`src/rtl/seq_scan_ctrl_if.sv`:
```
// Handshake and data bundle between a scan requester and seq_scan_ctrl.
// The requester owns start/abort/din. The controller drives every status output.
interface seq_scan_ctrl_if #(
   parameter int unsigned WORD_W = 16,
   parameter int unsigned CNT_W  = 5
);
   logic              start;
   logic              abort;
   logic [WORD_W-1:0] din;
   logic              busy;
   logic              det_rst;
   logic              ser_bit;
   logic              ser_valid;
   logic              match_pulse;
   logic [CNT_W-1:0]  match_cnt;
   logic              done;

   modport master (
      output start, abort, din,
      input  busy, det_rst, ser_bit, ser_valid, match_pulse, match_cnt, done
   );

   modport slave (
      input  start, abort, din,
      output busy, det_rst, ser_bit, ser_valid, match_pulse, match_cnt, done
   );
endinterface

```
`src/rtl/seq_scan_ctrl.sv`:
```
// Scan controller: pulses the detector reset, shifts a captured word out MSB-first,
// and counts overlapping hits of PAT so the external detector can be cross-checked.
module seq_scan_ctrl #(
   parameter int unsigned       WORD_W = 16,
   parameter int unsigned       PAT_W  = 5,
   parameter logic [PAT_W-1:0]  PAT    = 5'b11001,
   parameter int unsigned       CNT_W  = 5
) (
   input logic           CLK,
   input logic           RESET,
   seq_scan_ctrl_if.slave bus
);

   localparam int unsigned BC_W = $clog2(WORD_W + 1);

   localparam logic [1:0] S_IDLE  = 2'd0;
   localparam logic [1:0] S_CLR   = 2'd1;
   localparam logic [1:0] S_SHIFT = 2'd2;
   localparam logic [1:0] S_DONE  = 2'd3;

   logic [1:0]        state;
   logic [WORD_W-1:0] sreg;
   // Only PAT_W-1 history bits are stored; the newest bit comes straight from sreg.
   logic [PAT_W-2:0]  hist;
   logic [BC_W-1:0]   bitcnt;
   logic              match_pulse;
   logic [CNT_W-1:0]  match_cnt;

   logic [PAT_W-1:0]  hist_next;
   logic              hit;
   logic              last_bit;

   always_comb begin
      hist_next = {hist, sreg[WORD_W-1]};
      hit       = (bitcnt >= BC_W'(PAT_W - 1)) && (hist_next == PAT);
      last_bit  = (bitcnt == BC_W'(WORD_W - 1));
   end

   always_ff @(posedge CLK) begin
      if (RESET) begin
         state       <= S_IDLE;
         sreg        <= '0;
         hist        <= '0;
         bitcnt      <= '0;
         match_pulse <= 1'b0;
         match_cnt   <= '0;
      end else begin
         match_pulse <= 1'b0;
         case (state)
            S_IDLE: begin
               if (bus.start) begin
                  sreg  <= bus.din;
                  state <= S_CLR;
               end
            end
            S_CLR: begin
               hist      <= '0;
               bitcnt    <= '0;
               match_cnt <= '0;
               state     <= bus.abort ? S_IDLE : S_SHIFT;
               if (bus.abort) begin
                  sreg <= '0;
               end
            end
            S_SHIFT: begin
               if (bus.abort) begin
                  // Abort freezes the partial count and drops the unsent bits.
                  sreg  <= '0;
                  state <= S_IDLE;
               end else begin
                  sreg   <= {sreg[WORD_W-2:0], 1'b0};
                  hist   <= hist_next[PAT_W-2:0];
                  bitcnt <= bitcnt + BC_W'(1);
                  if (hit) begin
                     match_pulse <= 1'b1;
                     if (match_cnt != '1) begin
                        match_cnt <= match_cnt + CNT_W'(1);
                     end
                  end
                  if (last_bit) begin
                     state <= S_DONE;
                  end
               end
            end
            S_DONE: begin
               state <= S_IDLE;
            end
            default: begin
               state <= S_IDLE;
            end
         endcase
      end
   end

   assign bus.busy        = (state == S_CLR) || (state == S_SHIFT);
   assign bus.det_rst     = (state == S_CLR);
   assign bus.ser_valid   = (state == S_SHIFT);
   assign bus.done        = (state == S_DONE);
   assign bus.ser_bit     = sreg[WORD_W-1];
   assign bus.match_pulse = match_pulse;
   assign bus.match_cnt   = match_cnt;

endmodule

```
`src/flat_wrapper.sv`:
```
// flat-port wrapper written by rule: the top's interface ports become plain ports
module seq_scan_ctrl_flat 
#(
   parameter int unsigned       WORD_W = 16,
   parameter int unsigned       PAT_W  = 5,
   parameter logic [PAT_W-1:0]  PAT    = 5'b11001,
   parameter int unsigned       CNT_W  = 5
)
  (CLK, RESET, bus_start, bus_abort, bus_din, bus_busy, bus_det_rst, bus_ser_bit, bus_ser_valid, bus_match_pulse, bus_match_cnt, bus_done);
  seq_scan_ctrl_if #(.WORD_W(WORD_W), .CNT_W(CNT_W)) bus_i ();
  input logic CLK;
  input logic RESET;
  input wire logic [$bits(bus_i.start)-1:0] bus_start;
  input wire logic [$bits(bus_i.abort)-1:0] bus_abort;
  input wire logic [$bits(bus_i.din)-1:0] bus_din;
  output wire logic [$bits(bus_i.busy)-1:0] bus_busy;
  output wire logic [$bits(bus_i.det_rst)-1:0] bus_det_rst;
  output wire logic [$bits(bus_i.ser_bit)-1:0] bus_ser_bit;
  output wire logic [$bits(bus_i.ser_valid)-1:0] bus_ser_valid;
  output wire logic [$bits(bus_i.match_pulse)-1:0] bus_match_pulse;
  output wire logic [$bits(bus_i.match_cnt)-1:0] bus_match_cnt;
  output wire logic [$bits(bus_i.done)-1:0] bus_done;
  assign bus_i.start = bus_start;
  assign bus_i.abort = bus_abort;
  assign bus_i.din = bus_din;
  assign bus_busy = bus_i.busy;
  assign bus_det_rst = bus_i.det_rst;
  assign bus_ser_bit = bus_i.ser_bit;
  assign bus_ser_valid = bus_i.ser_valid;
  assign bus_match_pulse = bus_i.match_pulse;
  assign bus_match_cnt = bus_i.match_cnt;
  assign bus_done = bus_i.done;
  seq_scan_ctrl #(.WORD_W(WORD_W), .PAT_W(PAT_W), .PAT(PAT), .CNT_W(CNT_W)) u_core (.CLK(CLK), .RESET(RESET), .bus(bus_i));
endmodule
```
`config.mk`:
```
export PLATFORM = sky130hd
export DESIGN_NAME = seq_scan_ctrl_flat
export DESIGN_NICKNAME = d
export VERILOG_FILES = /design/src/rtl/seq_scan_ctrl_if.sv /design/src/rtl/seq_scan_ctrl.sv /design/src/flat_wrapper.sv
export SDC_FILE = /design/constraint.sdc
export NUM_CORES = 1
export LEC_CHECK = 0
export BUFFER_PORTS_ARGS = -buffer_cell sky130_fd_sc_hd__buf_2
export CAP_MARGIN = 20
export CORE_ASPECT_RATIO = 0.6
export CORE_MARGIN = 3
export CORE_UTILIZATION = 45
export CTS_BUF_LIST = sky130_fd_sc_hd__clkbuf_4
export CTS_CLUSTER_DIAMETER = 100
export CTS_CLUSTER_SIZE = 16
export DETAILED_ROUTE_END_ITERATION = 12
export MAX_ROUTING_LAYER = met4
export PLACE_DENSITY = 0.69
export SETUP_SLACK_MARGIN = 0.02
export SKIP_CTS_REPAIR_TIMING = 1
export SLEW_MARGIN = 40
export SYNTH_ARGS = -nofsm -noshare
export SYNTH_HDL_FRONTEND = slang
export SYNTH_SLANG_ARGS = --single-unit
```
`constraint.sdc`:
```
create_clock -name CLK -period 2 [get_ports CLK]
set_clock_uncertainty 0.2 [all_clocks]
set_input_delay 0.4 -clock CLK [delete_from_list [all_inputs] [get_ports CLK]]
set_output_delay 0.4 -clock CLK [all_outputs]
set_load 0.02 [all_outputs]
```
==> summary.md <==
| Metric | Value |
|---|---|
| RSZ-0062 raised after global routing | `no` |
| Max-slew violations | `0` |
| Leakage | `0.914 nW` |
| Io pins | `31` |
| Max-cap viol count | `0` |
| Diode count | `0` |
| Final setup fails | `0` |
| Met3 Wirelength | `167 µm` |
| Pre-antenna DRT Iters | `4` |
| Ys Warns | `0` |
| Cell variety after synth | `38` |
| Die ar. | `4740 µm²` |
| Die X-Extent | `87.0 µm` |
| Slew HR | `82.0%` |
| DR top layer | `met4` |
| Arr. time, crit path | `1950 ps` |
| Seq/Total Area, Yosys | `37.3%` |
| Vias in the first global route | `1,377` |
| Final Hold Violating Endpoints | `0` |
| Initial antenna violation count | `0` |
| Global route overflow | `0` |
| Critical path peak fanout | `7` |
| Critical path type | `reg2reg` |
| Synthesized flop and latch total | `33` |
| Largest family of logic cells by synthesized area | `simple AND/OR/NAND/NOR gates` |
| Largest net degree at the start of global routing | `33` |
| Status | `finished, final reports clean` |
| Syn_nets | `225` |
| TritonCTS clock tree | `done` |
| Area growth syn-to-layout | `26.2%` |
| PortBufs | `30` |
| Cells along the critical path | `ha_2 -> and3_4 -> ha_4 -> nor3b_4 -> nand4b_4 -> buf_6 -> nand4_1 -> o211ai_1` |
| GRT Util Overall | `18.2%` |
| Worst min-delay path category | `in2reg` |
| Post-synthesis mux area share | `1.70%` |
| Max clock buf depth | `2` |
| Starting density of the core | `50.5%` |
| DP Wirelength | `2.96 mm` |
| Fmax | `517 MHz` |
| Syn Std Cell Area | `1770 µm²` |
| Critical path endpoint category | `flop` |
| Worst-Skew Late Latency | `330 ps` |
| Post-Syn Instances | `195` |
| CTS H-Tree Depth | `2` |
| Synth Area in Simple Gates | `25.5%` |
| Post-DP Area | `2000 µm²` |
| DRT met1 WL | `2.23 mm` |
| WL final | `4.29 mm` |
| Crit path required time | `2010 ps` |
| Period minus WS final | `1940 ps` |
| Row count | `16` |
| Sink Count | `33` |
| Nets | `265` |
| Area share of fa/ha/maj cells after synthesis | `7.07%` |
| Fin area | `2230 µm²` |
| Slowest cell on crit path | `dfxtp_2` |
| PD cells | `656 nW/µm²` |
| Biggest cell delay along the critical path | `330 ps` |
| Core area | `3500 µm²` |
| Post-route clock period utilization | `96.8%` |
| Synth Area per Inst | `9.07 µm²` |
| CTS Buf Count | `5` |
| CTS clk-pin slew, worst paths | `100 ps` |
| Peak VDD IR | `0.457 mV` |
| Number of routed nets with antenna violations | `0` |
| Initial DRC Count | `80` |
| Met2 WL | `1.87 mm` |
| Hold WS | `132 ps` |
| Synth Area in Compound Gates | `22.5%` |
| XOR/XNOR Fraction of Synth Area | `0%` |
| Avg WL per Cell | `15.3 µm` |
| DRC | `0` |
| First-pass GRT wire length | `6.43 mm` |
| Root buffer cell | `clkbuf_4` |
| Via/cell ratio | `5.35` |
| Share of cells above drive strength 1 | `39.4%` |
| Util after Layout | `63.7%` |
| Total number of vias | `1,502` |
| Inst Count DP | `266` |
| Gp weighted congestion | `0.771` |
| CP Launch Type | `flop` |
| Slew @ Worst Pin | `268 ps` |
| Layout Cells excl Fill | `281` |
| Die Span Y | `54.6 µm` |
| Total power draw | `1.47 mW` |
-- cell usage in the layout (no fill, tap or decap), types with 6 or more instances in the layout --
master	n
a21oi_2	10
a21oi_1	13
a211oi_2	11
nand2_1	7
nor2b_1	17
nor2_1	26
a211oi_1	6
buf_2	30
dfxtp_1	29
buf_4	8
-- registers in the layout (all words and copies together), names as in the netlist --
| register | cells |
|---|---|
| u_core.sreg | 16 |
| u_core.hist | 4 |
| u_core.bus.match_pulse | 1 |
| u_core.bitcnt | 5 |
| u_core.state | 2 |
| u_core.bus.match_cnt | 5 |
-- cell type report --
| cell class | count | area [µm²] |
|---|---|---|
| tap | 45 | 56.3 |
| multi-input combinational | 142 | 1080 |
| timing repair buffer | 46 | 354 |
| inverter | 7 | 26.3 |
| clock inverter | 3 | 12.5 |
| clock buffer | 5 | 37.5 |
| sequential | 33 | 668 |
| fill | 283 | 1270 |
-- synthesized netlist by cell type --
cell,count,area [µm²]
nor3_2,1,10.0
nor2_1,26,97.6
inv_2,1,3.75
a22oi_1,2,15.0
nand3_1,3,15.0
and3_1,3,18.8
and4bb_2,1,12.5
clkbuf_1,6,22.5
nand4b_4,1,23.8
nand3b_1,1,7.51
buf_6,1,11.3
buf_8,1,15.0
nor3b_2,1,12.5
and2_1,4,25.0
or4b_1,1,10.0
ha_1,10,125
o2111ai_1,2,17.5
a21oi_2,10,87.6
nor2b_1,18,113
o211ai_1,2,15.0
inv_1,6,22.5
nand2_1,7,26.3
a211oi_2,10,125
dfxtp_1,33,661
mux2i_1,3,30.0
nor3_1,4,20.0
nand4_1,2,12.5
buf_4,2,15.0
nand2b_1,4,25.0
o21a_1,1,7.51
a211oi_1,7,52.6
or2_1,1,6.26
o21bai_1,1,7.51
nand4b_1,1,8.76
o21ai_0,1,5.00
buf_2,3,15.0
a21oi_1,13,65.1
nor4_1,1,6.26
-- logic make-up after synthesis --
family	after synthesis
adder cells (fa/ha/maj)	10
buffers and inverters	20
AO/OA/AOI/OAI	49
multiplexers	3
flip-flops	33
AND/OR/NAND/NOR	80
-- power breakdown --
group / internal [mW] / switching, mW / total [mW]
registers: 0.703 / 0.0362 / 0.739
logic: 0.177 / 0.201 / 0.378
clock network: 0.127 / 0.221 / 0.348
total: 1.01 / 0.458 / 1.47
-- per-layer routing --
layer | vias to the layer above | track usage [%]
met4 | 0 | 7.25
met5 | - | -
met3 | 4 | 4.81
met2 | 25 | 26.8
met1 | 710 | 23.9
li1 | 763 | -
-- metrics by stage --
stage          worst slack (ps)  setup TNS (ps)
6_report                   64.9               0
5_1_grt                    8.91               0
4_1_cts                   -91.5            -189
3_5_place_dp              -90.5            -126
3_3_place_gp               37.0               0
2_1_floorplan              28.6               0
-- worst max-delay path, delay by kind of cell (launching register included) --
kind | cells | cell delay, ps
DFF | 1 | 330
adders and majority gates | 2 | 340
AOI/OAI and AO/OA | 1 | 100
buffers and inverters | 1 | 170
and+or+nand+nor | 4 | 670
-- path summary, 6_finish.rpt --
kind | startpoint | to | slack, ps | depth (start not counted)
setup / recovery | u_core.bus.match_cnt[0] | u_core.bus.match_cnt[3] | 60 | 8
hold / removal | bus_din[0] | u_core.sreg[0] | 130 | 3
setup reg to reg | u_core.bus.match_cnt[0] | u_core.bus.match_cnt[3] | 60 | 8
hold reg to reg | u_core.hist[3] | u_core.hist[3] | 270 | 2
Note: power is estimated with default switching activity, not from simulation.
